**config.mk**
```make
export PLATFORM = sky130hd
export DESIGN_NAME = stream_select_mux
export DESIGN_NICKNAME = d
export VERILOG_FILES = /design/src/rtl/stream_select_mux.sv
export SDC_FILE = /design/constraint.sdc
export NUM_CORES = 1
export LEC_CHECK = 0
export BUFFER_PORTS_ARGS = -buffer_cell sky130_fd_sc_hd__buf_2
export CAP_MARGIN = 15
export CORE_UTILIZATION = 47
export DETAILED_ROUTE_END_ITERATION = 10
export GPL_TIMING_DRIVEN = 0
export HOLD_SLACK_MARGIN = 0.03
export MAX_ROUTING_LAYER = met4
export PLACE_DENSITY = 0.83
export SYNTH_ARGS = -nofsm -noshare
export SYNTH_HDL_FRONTEND = slang
export SYNTH_SLANG_ARGS = --single-unit
```
**constraint.sdc**
```tcl
create_clock -name Clk -period 2.2 [get_ports Clk]
set_clock_uncertainty 0.05 [all_clocks]
set_input_delay 0.33 -clock Clk [delete_from_list [all_inputs] [get_ports Clk]]
set_output_delay 0.33 -clock Clk [all_outputs]
set_load 0.02 [all_outputs]
```
**src/rtl/stream_select_mux.sv**
```systemverilog
// NCH:1 valid/ready stream mux; fixed select, plus round-robin when STREAM_SELECT_MUX_RR_EN is defined.
// Latency: 1 cycle. A word accepted at edge n is on OutData/OutValid right after edge n.
// Backpressure: one-deep output register. All InReady drop to 0 while OutValid & ~OutReady.
module stream_select_mux #(
    parameter int WIDTH = 4,
    parameter int NCH   = 4,
    parameter int SELW  = 2
) (
    input  logic                 Clk,
    input  logic                 Rst,
    input  logic [NCH*WIDTH-1:0] InData,
    input  logic [NCH-1:0]       InValid,
    output logic [NCH-1:0]       InReady,
    input  logic [SELW-1:0]      Sel,
    input  logic                 Mode,
    output logic [WIDTH-1:0]     OutData,
    output logic                 OutValid,
    input  logic                 OutReady,
    output logic [SELW-1:0]      Grant,
    output logic [7:0]           XferCount
);
    logic [WIDTH-1:0] r_out_data;
    logic             r_out_valid;
    logic [SELW-1:0]  r_grant;
    logic [7:0]       r_xfer_cnt;

    logic             w_load_en;
    logic             w_ch_ok;
    logic             w_xfer;
    logic [SELW-1:0]  w_ch;
    logic [WIDTH-1:0] w_data;

    assign w_load_en = ~r_out_valid | OutReady;

`ifdef STREAM_SELECT_MUX_RR_EN
    logic [SELW-1:0] r_ptr;
    logic            w_rr_ok;
    logic [SELW-1:0] w_rr_ch;

    // Winner is the valid channel at the smallest distance past r_ptr.
    always_comb begin
        int dist;
        int best;
        dist    = 0;
        best    = NCH;
        w_rr_ok = 1'b0;
        w_rr_ch = '0;
        for (int k = 0; k < NCH; k++) begin
            dist = (k + NCH - 1 - int'(r_ptr)) % NCH;
            if (InValid[k] && (dist < best)) begin
                best    = dist;
                w_rr_ok = 1'b1;
                w_rr_ch = SELW'(k);
            end
        end
    end

    always_ff @(posedge Clk or posedge Rst) begin
        if (Rst) begin
            r_ptr <= SELW'(NCH - 1);
        end else if (w_xfer) begin
            r_ptr <= w_ch;
        end
    end
`else
    logic w_unused_mode;
    assign w_unused_mode = Mode;
`endif

    always_comb begin
        w_ch    = Sel;
        w_ch_ok = (int'(Sel) < NCH);
`ifdef STREAM_SELECT_MUX_RR_EN
        if (Mode) begin
            w_ch    = w_rr_ch;
            w_ch_ok = w_rr_ok;
        end
`endif
    end

    // InReady is one-hot or zero, so it doubles as the data-select mask.
    always_comb begin
        InReady = '0;
        w_data  = '0;
        for (int k = 0; k < NCH; k++) begin
            if (w_load_en && w_ch_ok && (int'(w_ch) == k)) begin
                InReady[k] = 1'b1;
            end
            if (InReady[k]) begin
                w_data = w_data | InData[k*WIDTH +: WIDTH];
            end
        end
    end

    assign w_xfer = |(InReady & InValid);

    always_ff @(posedge Clk or posedge Rst) begin
        if (Rst) begin
            r_out_data  <= '0;
            r_out_valid <= 1'b0;
            r_grant     <= '0;
            r_xfer_cnt  <= '0;
        end else if (w_xfer) begin
            r_out_data  <= w_data;
            r_out_valid <= 1'b1;
            r_grant     <= w_ch;
            r_xfer_cnt  <= r_xfer_cnt + 8'd1;
        end else if (OutReady) begin
            r_out_valid <= 1'b0;
        end
    end

    assign OutData   = r_out_data;
    assign OutValid  = r_out_valid;
    assign Grant     = r_grant;
    assign XferCount = r_xfer_cnt;

endmodule

```
Word-level counts from Yosys, hierarchy flattened
Index checks and enable logic that the tools add are counted.

$add $sub $neg: 1. Equality and inequality tests: 3. Multiplexer cells: 10. Bitwise gates (word level): 6. Reduce and logical (&&, ||, !) cells: 7.

Operators with widths (count): $mux W4 (4); $or A4 B4 Y4 (3); $add A8 B1 Y8 const B (1); $mux W1 (6); $and A4 B4 Y4 (1); $eq A2 B2 Y1 const B (2); $logic_and A1 B1 Y1 (4); $reduce_or A4 Y1 (1); $eq A2 B1 Y1 const B (1); $logic_not A2 Y1 (1); $reduce_bool A2 Y1 (1); $not A1 Y1 (1); $or A1 B1 Y1 (1).

Bits in registers: 15. Input port bits: 26. Output and inout bits: 19.

Depth between registers and ports, before layout
Gate-level depths: netlist of run 1.

Depth after elaboration: 11. Gate-level depth with buffers: 5. Gate-level depth less buffers: 4.

Worst setup path after synthesis of run 1
Ideal clock, no wire load.

Path type: register to register. Start: register r_out_valid, in the netlist OutValid. End: register r_grant[0], in the netlist Grant[0]. Library setup time: 125 ps. Data arrival time: 1410 ps. Setup slack: 615 ps. Stages on the path, launching flop included: 5. Clock period less this slack: 1585 ps. Path through: dfrtp_1 and2b_1 nor3_4 nor2_4 mux2_4.

Word-level cells in the longest chain between the ends: 6. Elaborated cells on any way between the ends: 12. Classes of those cells: mux (4); bitwise (3); reduce/logical (5).

RTL lines: start, declared (line 23) `logic r_out_valid;`; start signal, assigned (line 100) `r_out_valid <= 1'b0;`; start signal, assigned (line 105) `r_out_valid <= 1'b1;`; start signal, assigned (line 109) `r_out_valid <= 1'b0;`; $not A1 Y1 (*) (line 33) `assign w_load_en = ~r_out_valid | OutReady;`; $or A1 B1 Y1 (*) (line 33); $logic_and A1 B1 Y1 (line 86) `if (w_load_en && w_ch_ok && (int'(w_ch) == k)) begin`; $mux W1 (line 86); $and A4 B4 Y4 (*) (line 95) `assign w_xfer = |(InReady & InValid);`; $reduce_or A4 Y1 (*) (line 95); end signal, assigned (line 106) `r_grant <= w_ch;`; end, declared (line 24) `logic [SELW-1:0] r_grant;`.

Every way passes the cells marked *; elsewhere a longest branch is shown, timed or not. A chain may end at the register's enable or synchronous reset.

Worst setup path after layout of run 1
Start: register r_out_valid, in the netlist OutValid. End: output port InReady[2].

Word-level cells in the longest chain between the ends: 4.

RTL lines: $not A1 Y1 (line 33); $or A1 B1 Y1 (line 33); $logic_and A1 B1 Y1 (line 86); $mux W1 (line 86); end, declared (line 13) `output logic [NCH-1:0] InReady,`.

Every way passes these cells.

==> flow_metrics.py, run 1 <==
metrics = {
    "sta": {
        "setup_viol": 0,
        "whs_ps": 22.2,
        "fmax_ghz": 0.608,
        "slew_violations": 0,
        "rsz0062_at_grt": "no",
        "tightestPinTransition_ps": 544,
        "fin_ws_ps": 555,
        "setup_tns_ps": 0,
        "hold_violations": 0,
        "slew_headroom": 0.637,
        "fin_crit_ps": 1650,
        "finalCritPeriodShare": 0.748,
    },
    "synth": {
        "synth_fp_nets": 99,
        "synth.distinct_cells": 21,
        "syn_area_um2": 862,
        "ys_seq_area_frac": 0.435,
        "syn_area_per_cell_um2": 12.0,
        "ys_seq_elements": 15,
        "synth_cells": 72,
        "yosysWarnings": 0,
    },
    "power": {
        "power_density_nw_per_um2": 924,
        "power_leakage_nw": 0.602,
        "ir_drop_uv": 514,
        "p_total_mw": 1.04,
    },
    "drt": {
        "route.detailed.drc": 0,
        "vias_per_cell": 5.01,
        "vias": 716,
        "drtPass1Iterations": 4,
        "routed_wl_um": 1660,
        "post_drt_wl_per_cell_um": 11.6,
        "ant_nets": 0,
        "drt_iter0_markers": 9,
    },
    "worst_setup_path": {
        "worstSetupEndpointType": "primary output",
        "crit_fanout": 7,
        "worstReg2RegStart": "OutValid",
        "cp.arrival_ps": 1270,
        "critPathRequiredTime_ps": 1820,
        "critical_path_class": "flip-flop to primary output",
        "worst_setup_path_start_kind": "flip-flop",
        "setup.worst_path.start": "OutValid",
    },
    "final_layout": {
        "layout-drive-gt1-share": 0.483,
        "instances_no_fill": 143,
        "n_antenna_cell": 0,
        "layout_common_cells": "buf_2, dfrtp_1, mux2i_1",
        "areaGrowthSynthToFinish_pct": 31.1,
        "utilization": 0.654,
        "final_cell_area_um2": 1130,
        "final_common_cell": "buf_2",
        "final_nets": 146,
        "n_fill_cell": 155,
    },
    "clock_tree": {
        "cts_made_buffers": 3,
        "postCtsSetupBuffers": 0,
        "clk_pin_slew_ps": 80,
        "ctsHoldBuffers": 0,
        "cts_sinks": 15,
        "root_buffer": "clkbuf_4",
        "cts_tree": "built",
        "cts_resized": 0,
        "cts.htree.levels": 1,
        "clock_latency_ps": 280,
        "clockBufferDepth": 2,
    },
    "global_routing": {
        "grt_pass1_wl_um": 2730,
        "overflow": 0,
        "grt.total_usage": 0.193,
        "antenna_found_initial": 0,
        "grt_max_degree": 16,
        "grt_pass1_vias": 617,
    },
    "placed_design": {
        "numPlacedInstances": 139,
        "gp_congestion": 0.831,
        "post-place-ws_ps": 546,
        "placement.io_buffers": 42,
        "place_hpwl_um": 1340,
        "placed_cell_area_um2": 1100,
    },
    "run_status": {
        "status": "complete, no violations",
    },
    "die": {
        "die_h_um": 44.8,
        "ios": 45,
        "row_count": 15,
        "core_um2": 1730,
        "dieArea_um2": 2010,
        "die_w_um": 44.8,
        "start_util": 0.499,
    },
    "hold_path": {
        "hp-class": "primary input to async pin",
    },
    "job": {
        "maxCapViolations": 0,
    },
}
-- routing by layer --
layer / vias up / track usage / share of wire
met2: 36 / 0.324 / 0.51
li1: 354 / - / -
met3: 4 / 0.0360 / 0.058
met1: 322 / 0.229 / 0.43
met5: - / - / 0
met4: 0 / 0.0727 / 0.010
-- final timing paths --
path / end / slack [ps] / cells after the start
hold reg to reg: XferCount[7] / 420 / 1
min in group Clk: OutValid / 310 / 3
setup / recovery: InReady[2] / 550 / 4
setup reg to reg: OutData[1] / 590 / 4
hold / removal: Grant[0] / 20 / 2
max in group asynchronous: XferCount[6] / 1720 / 2
-- registers in the layout, indices dropped and copies added (netlist names) --
| register | cells |
|---|---|
| OutData | 4 |
| XferCount | 8 |
| Grant | 2 |
| OutValid | 1 |
-- critical path, stage by stage (launching register included) --
cell      delay [ps]
dfrtp_1          410
nand2b_1         110
nand2_1          160
nor2_1           130
buf_2            170
-- power breakdown --
group	internal, mW	switching (mW)	total, mW
Clock	0.0705	0.0850	0.155
Combinational	0.202	0.240	0.442
Sequential	0.360	0.0861	0.446
Total	0.633	0.411	1.04
-- synth_stat cells --
master,n,area [um^2]
mux2i_2,1,13.8
o2111ai_1,2,17.5
nor2_1,4,15.0
ha_1,1,12.5
nand2_1,3,11.3
buf_2,1,5.00
and4_1,3,26.3
mux2i_1,9,90.1
xnor2_1,7,61.3
nor2_4,1,11.3
o21ai_0,3,15.0
nor3_4,2,32.5
and2b_1,1,7.51
buf_6,1,11.3
and2_1,1,6.26
mux2_4,6,90.1
dfrtp_1,15,375
o211ai_1,1,7.51
o22ai_1,5,31.3
nand2b_1,1,6.26
inv_1,4,15.0
-- area by class of cell --
class                      count  area [um^2]  area share
sequential                    15          375       0.332
clock buffer                   4         26.3      0.0233
timing repair buffer          42          210       0.186
tap                           25         31.3      0.0277
multi-input combinational     51          455       0.403
inverter                       4         15.0      0.0133
buffer                         2         16.3      0.0144
-- logic make-up after synthesis --
family,count (synthesis),synth area share
buf+inv,6,0.0363
simple gates,16,0.135
fa+ha+maj,1,0.0145
flops,15,0.435
mux,16,0.225
compound gates,11,0.0827
xor+xnor,7,0.0711
Power figures use the tool's default switching activity.
==> inputs of run 2 (changes only) <==
--- a/config.mk
+++ b/config.mk
@@ -7,12 +7,12 @@
 export LEC_CHECK = 0
 export BUFFER_PORTS_ARGS = -buffer_cell sky130_fd_sc_hd__buf_2
 export CAP_MARGIN = 15
-export CORE_UTILIZATION = 47
+export CORE_UTILIZATION = 39
 export DETAILED_ROUTE_END_ITERATION = 10
 export GPL_TIMING_DRIVEN = 0
 export HOLD_SLACK_MARGIN = 0.03
 export MAX_ROUTING_LAYER = met4
-export PLACE_DENSITY = 0.83
+export PLACE_DENSITY = 0.73
 export SYNTH_ARGS = -nofsm -noshare
 export SYNTH_HDL_FRONTEND = slang
 export SYNTH_SLANG_ARGS = --single-unit
==> constraint.sdc (replaced) <==
create_clock -name Clk -period 1.4 [get_ports Clk]
set_clock_uncertainty 0.05 [all_clocks]
set_input_delay 0.21 -clock Clk [delete_from_list [all_inputs] [get_ports Clk]]
set_output_delay 0.21 -clock Clk [all_outputs]
set_load 0.02 [all_outputs]
==> run 2 against run 1 <==
Net effect:
- final area rose by 5.9%
- critical path type is now flip-flop to flip-flop
- die area grew 20%
- core utilization down 6.3 points
- non-clock buffer count up 4
- sequential power increased by 59%
- the flow now finishes with violations (negative setup slack)
- combinational power up 67%
- sequential share of layout area shrank 1.7 points
==> flow_metrics.py, run 2 (synthesis results as in run 1) <==
metrics = {
    "run_status": {
        "status": "complete, but fails checks",
        "violations": "negative setup slack",
    },
    "worst_setup_path": {
        "cp.arrival_ps": 1640,
        "worstSetupEndpointType": "flip-flop",
        "r2r-end": "XferCount[3]",
        "crit_fanout": 6,
        "critPathMaxStageDelay_ps": 410,
        "rr_worst_depth": 5,
        "rrSetupSlack_ps": -120,
        "worstReg2RegStart": "OutValid",
        "critical_path_class": "flip-flop to flip-flop",
        "worst_setup_path_start_kind": "flip-flop",
        "crit_slowest_cell": "dfrtp_2",
        "setup.worst_path.start": "OutValid",
        "endpoint": "XferCount[3]",
        "critPathRequiredTime_ps": 1520,
        "crit_chain": "and2b_2 > nor3_4 > buf_4 > o2111ai_2 > xnor2_1",
    },
    "drt": {
        "routed_wl_um": 1690,
        "ant_nets": 0,
        "post_drt_wl_per_cell_um": 11.4,
        "vias_per_cell": 4.90,
        "vias": 730,
        "drtPass1Iterations": 3,
        "route.detailed.drc": 0,
        "drt_iter0_markers": 13,
    },
    "placed_design": {
        "place_hpwl_um": 1350,
        "gp_congestion": 0.767,
        "numPlacedInstances": 141,
        "placement.io_buffers": 42,
        "post-place-ws_ps": -220,
    },
    "clock_tree": {
        "clk_pin_slew_ps": 80,
        "cts_sinks": 15,
        "root_buffer": "clkbuf_4",
        "cts.htree.levels": 1,
        "cts_made_buffers": 3,
        "clockBufferDepth": 2,
        "clock_latency_ps": 270,
        "cts_tree": "built",
    },
    "final_layout": {
        "final_nets": 150,
        "instances_no_fill": 149,
        "largest_reg_flops": 8,
        "areaGrowthSynthToFinish_pct": 38.8,
        "n_antenna_cell": 0,
        "layout_common_cells": "buf_2, dfrtp_1, mux2i_1",
        "final_common_cell": "buf_2",
        "layout-drive-gt1-share": 0.549,
    },
    "die": {
        "die_h_um": 49.0,
        "die_w_um": 49.0,
        "start_util": 0.426,
        "core_um2": 2020,
        "dieArea_um2": 2400,
        "row_count": 16,
        "ios": 45,
    },
    "power": {
        "switchingPower_mw": 0.665,
        "ir_drop_uv": 754,
        "clockPowerShare": 0.140,
        "power_density_nw_per_um2": 1410,
        "p_int_mw": 1.02,
        "p_sw_frac": 0.395,
        "combinationalPowerShare": 0.438,
        "p_total_mw": 1.68,
        "seqPwrFrac": 0.422,
        "power_leakage_nw": 0.623,
    },
    "sta": {
        "setup_tns_ps": -1610,
        "finalCritPeriodShare": 1.09,
        "slew_headroom": 0.634,
        "rsz0062_at_grt": "yes",
        "fin_ws_ps": -120,
        "slew_violations": 0,
        "setup_viol": 17,
        "hold_violations": 0,
        "fin_crit_ps": 1520,
        "fmax_ghz": 0.658,
        "tightestPinTransition_ps": 548,
    },
    "global_routing": {
        "overflow": 0,
        "grt_pass1_wl_um": 2730,
        "grt_max_degree": 16,
        "grt.total_usage": 0.157,
        "grt_pass1_vias": 664,
        "antenna_found_initial": 0,
    },
    "hold_path": {
        "hp-class": "primary input to flip-flop",
    },
    "job": {
        "maxCapViolations": 0,
    },
}
## run 2: per-layer routing
layer	part of all wire	global-route usage	wire length, um	vias up
li1	-	-	-	362
met1	0.47	0.188	795	328
met2	0.46	0.241	771	38
met3	0.067	0.0374	114	2
met4	0.0065	0.0882	11	0
met5	0	-	0	-
## run 2: power groups by stage
stage	sequential, mW	clock (mW)	combinational [mW]
floorplan	0.851	0	0.320
global placement	0.703	0	0.691
detailed placement	0.709	0	0.710
global route	0.732	0.271	0.790
CTS	0.711	0.247	0.729
finish	0.710	0.235	0.737
## run 2: how the worst min path moves through the flow
stage,cells past startpoint,endpoint,slack [ps],from
floorplan,1,Grant[0],60,Rst
global placement,2,XferCount[3],230,Rst
detailed placement,2,XferCount[3],240,Rst
CTS,3,OutValid,230,OutReady
global route,3,Grant[1],250,Sel[1]
finish,3,OutValid,240,OutReady
## run 2: cell type report
cell class              count  area [um^2]
fillers                   179          826
multi-input cells          51          478
flip-flops and latches     15          377
repair buffers             46          250
well taps                  27         33.8
clock buffers               4         26.3
plain buffers               2         16.3
inverters                   4         15.0
## run 2: through the flow
step                hold WS (ps)  cell area (um^2)   util
floorplan                   61.4               865      -
global placement             232              1110  0.548
detailed placement           242              1110  0.548
CTS                          231              1180  0.585
global route                 251              1200  0.592
finish                       240              1200  0.592
## run 2: critical path: cells and delay by family (launching register included)
family | cells | cell delay [ps]
buf+inv | 1 | 190
flops | 1 | 410
xor+xnor | 1 | 140
simple gates | 2 | 470
compound gates | 1 | 140
## run 2: repair_timing
item,4_1_cts,5_1_grt
hold endpoints to repair,15,0
hold buffers,1,0
setup endpoints to repair,17,17
buffers inserted,3,0
gates cloned,0,0
pin swaps,4,5
gates resized for setup,4,4
==> inputs of run 3 (changes only) <==
--- a/config.mk
+++ b/config.mk
@@ -9,6 +9,7 @@
 export CAP_MARGIN = 15
 export CORE_UTILIZATION = 39
 export DETAILED_ROUTE_END_ITERATION = 10
+export GPL_ROUTABILITY_DRIVEN = 0
 export GPL_TIMING_DRIVEN = 0
 export HOLD_SLACK_MARGIN = 0.03
 export MAX_ROUTING_LAYER = met4
==> constraint.sdc (replaced) <==
create_clock -name Clk -period 1.4 [get_ports Clk]
set_clock_uncertainty 0.05 [all_clocks]
set_input_delay 0.14 -clock Clk [delete_from_list [all_inputs] [get_ports Clk]]
set_output_delay 0.14 -clock Clk [all_outputs]
set_load 0.02 [all_outputs]
==> run 3 against run 2 <==
Net effect:
- the flow still finishes with violations (negative setup slack)
- register-to-register slack about the same
- worst hold slack got worse by 84 ps
- setup slack improved by 0.59 ps
- wire length increased by 8.2%
- sequential power about the same
- maximum frequency about the same
==> flow_metrics.py, run 3 (synthesis results as in run 1) <==
metrics = {
    "run_status": {
        "status": "complete, but fails checks",
        "violations": "negative setup slack",
    },
    "sta": {
        "slew_violations": 0,
        "setup_viol": 17,
        "fin_crit_ps": 1520,
        "fmax_ghz": 0.658,
        "rsz0062_at_grt": "yes",
        "fin_ws_ps": -120,
        "finalCritPeriodShare": 1.09,
        "tightestPinTransition_ps": 549,
        "hold_violations": 0,
        "slew_headroom": 0.633,
        "setup_tns_ps": -1460,
    },
    "drt": {
        "drtPass1Iterations": 2,
        "drt_iter0_markers": 6,
        "ant_nets": 0,
        "vias_per_cell": 4.90,
        "routed_wl_um": 1830,
        "route.detailed.drc": 0,
        "post_drt_wl_per_cell_um": 12.0,
        "vias": 750,
    },
    "final_layout": {
        "utilization": 0.645,
        "final_nets": 154,
        "areaGrowthSynthToFinish_pct": 51.2,
        "n_fill_cell": 163,
        "largest_reg_flops": 8,
        "layout-drive-gt1-share": 0.595,
        "final_common_cell": "buf_2",
        "n_antenna_cell": 0,
        "layout_common_cells": "buf_2, dfrtp_1, mux2i_1",
    },
    "global_routing": {
        "antenna_found_initial": 0,
        "grt_max_degree": 16,
        "grt_pass1_vias": 666,
        "grt_pass1_wl_um": 2730,
        "overflow": 0,
        "grt.total_usage": 0.157,
    },
    "placed_design": {
        "place_hpwl_um": 1350,
        "post-place-ws_ps": -220,
        "placement.io_buffers": 42,
    },
    "worst_setup_path": {
        "critPathRequiredTime_ps": 1520,
        "cp.arrival_ps": 1640,
        "critical_path_class": "flip-flop to flip-flop",
        "worstSetupEndpointType": "flip-flop",
        "rrSetupSlack_ps": -120,
        "worst_setup_path_start_kind": "flip-flop",
        "crit_fanout": 6,
    },
    "power": {
        "ir_drop_uv": 771,
        "power_density_nw_per_um2": 1330,
        "power_leakage_nw": 0.659,
    },
    "die": {
        "die_w_um": 49.0,
        "ios": 45,
        "dieArea_um2": 2400,
        "row_count": 16,
        "core_um2": 2020,
        "die_h_um": 49.0,
        "start_util": 0.426,
    },
    "clock_tree": {
        "clockBufferDepth": 2,
        "root_buffer": "clkbuf_4",
        "cts_made_buffers": 3,
        "cts.htree.levels": 1,
        "cts_tree": "built",
        "clk_pin_slew_ps": 80,
        "clock_latency_ps": 280,
        "cts_sinks": 15,
    },
    "job": {
        "maxCapViolations": 0,
    },
    "hold_path": {
        "hp-class": "primary input to flip-flop",
    },
}
-- run 3: layout make-up --
class	instances	area (um^2)	share of cell area
inverters	4	15.0	0.0115
flip-flops and latches	15	377	0.289
repair buffers	50	305	0.234
well taps	27	33.8	0.0259
multi-input cells	51	531	0.407
plain buffers	2	16.3	0.0125
clock buffers	4	26.3	0.0202
-- run 3: path summary, 6_finish.rpt --
check | start | endpoint | cells after the start
hold / removal | OutReady | OutValid | 3
setup reg to reg | OutValid | XferCount[3] | 5
setup / recovery | OutValid | XferCount[3] | 5
hold reg to reg | XferCount[7] | XferCount[7] | 1
max in group asynchronous | Rst | OutValid | 3
min in group asynchronous | Rst | XferCount[4] | 3
-- run 3: critical path, stage by stage, from the launching register on --
cell,delay (ps)
dfrtp_2,410
and2b_2,230
nor3_4,240
buf_4,190
o2111ai_2,130
xnor2_1,150
-- run 3: metal layers --
layer  GRT usage  part of all wire  wire [um]  up-vias
li1            -                 -          -      369
met4      0.0882             0.019         35        0
met1       0.188              0.45        818      335
met2       0.241              0.47        854       41
met5           -                 0          0        -
met3      0.0374             0.068        124        5
-- run 3: report_power, final --
group,internal (mW),switching [mW]
registers,0.567,0.143
clock network,0.111,0.131
logic,0.371,0.417
-- run 3: per-stage QoR --
| step | std cells | hold slack (ps) | power, mW | cell area [um^2] |
|---|---|---|---|---|
| floorplan | 72 | -8.59 | 1.17 | 865 |
| global placement | 141 | 162 | 1.39 | 1110 |
| detailed placement | 141 | 172 | 1.42 | 1110 |
| CTS | 149 | 141 | 1.69 | 1180 |
| global route | 153 | 166 | 1.84 | 1300 |
| finish | 153 | 155 | 1.74 | 1300 |
-- run 3: what timing repair did --
action                                 CTS  global route
pin swaps                                4             7
hold buffers                             1             0
buffers inserted                         3             4
endpoints found under the hold margin   15             0
gates resized for setup                  3            23
setup endpoints to repair               17            17
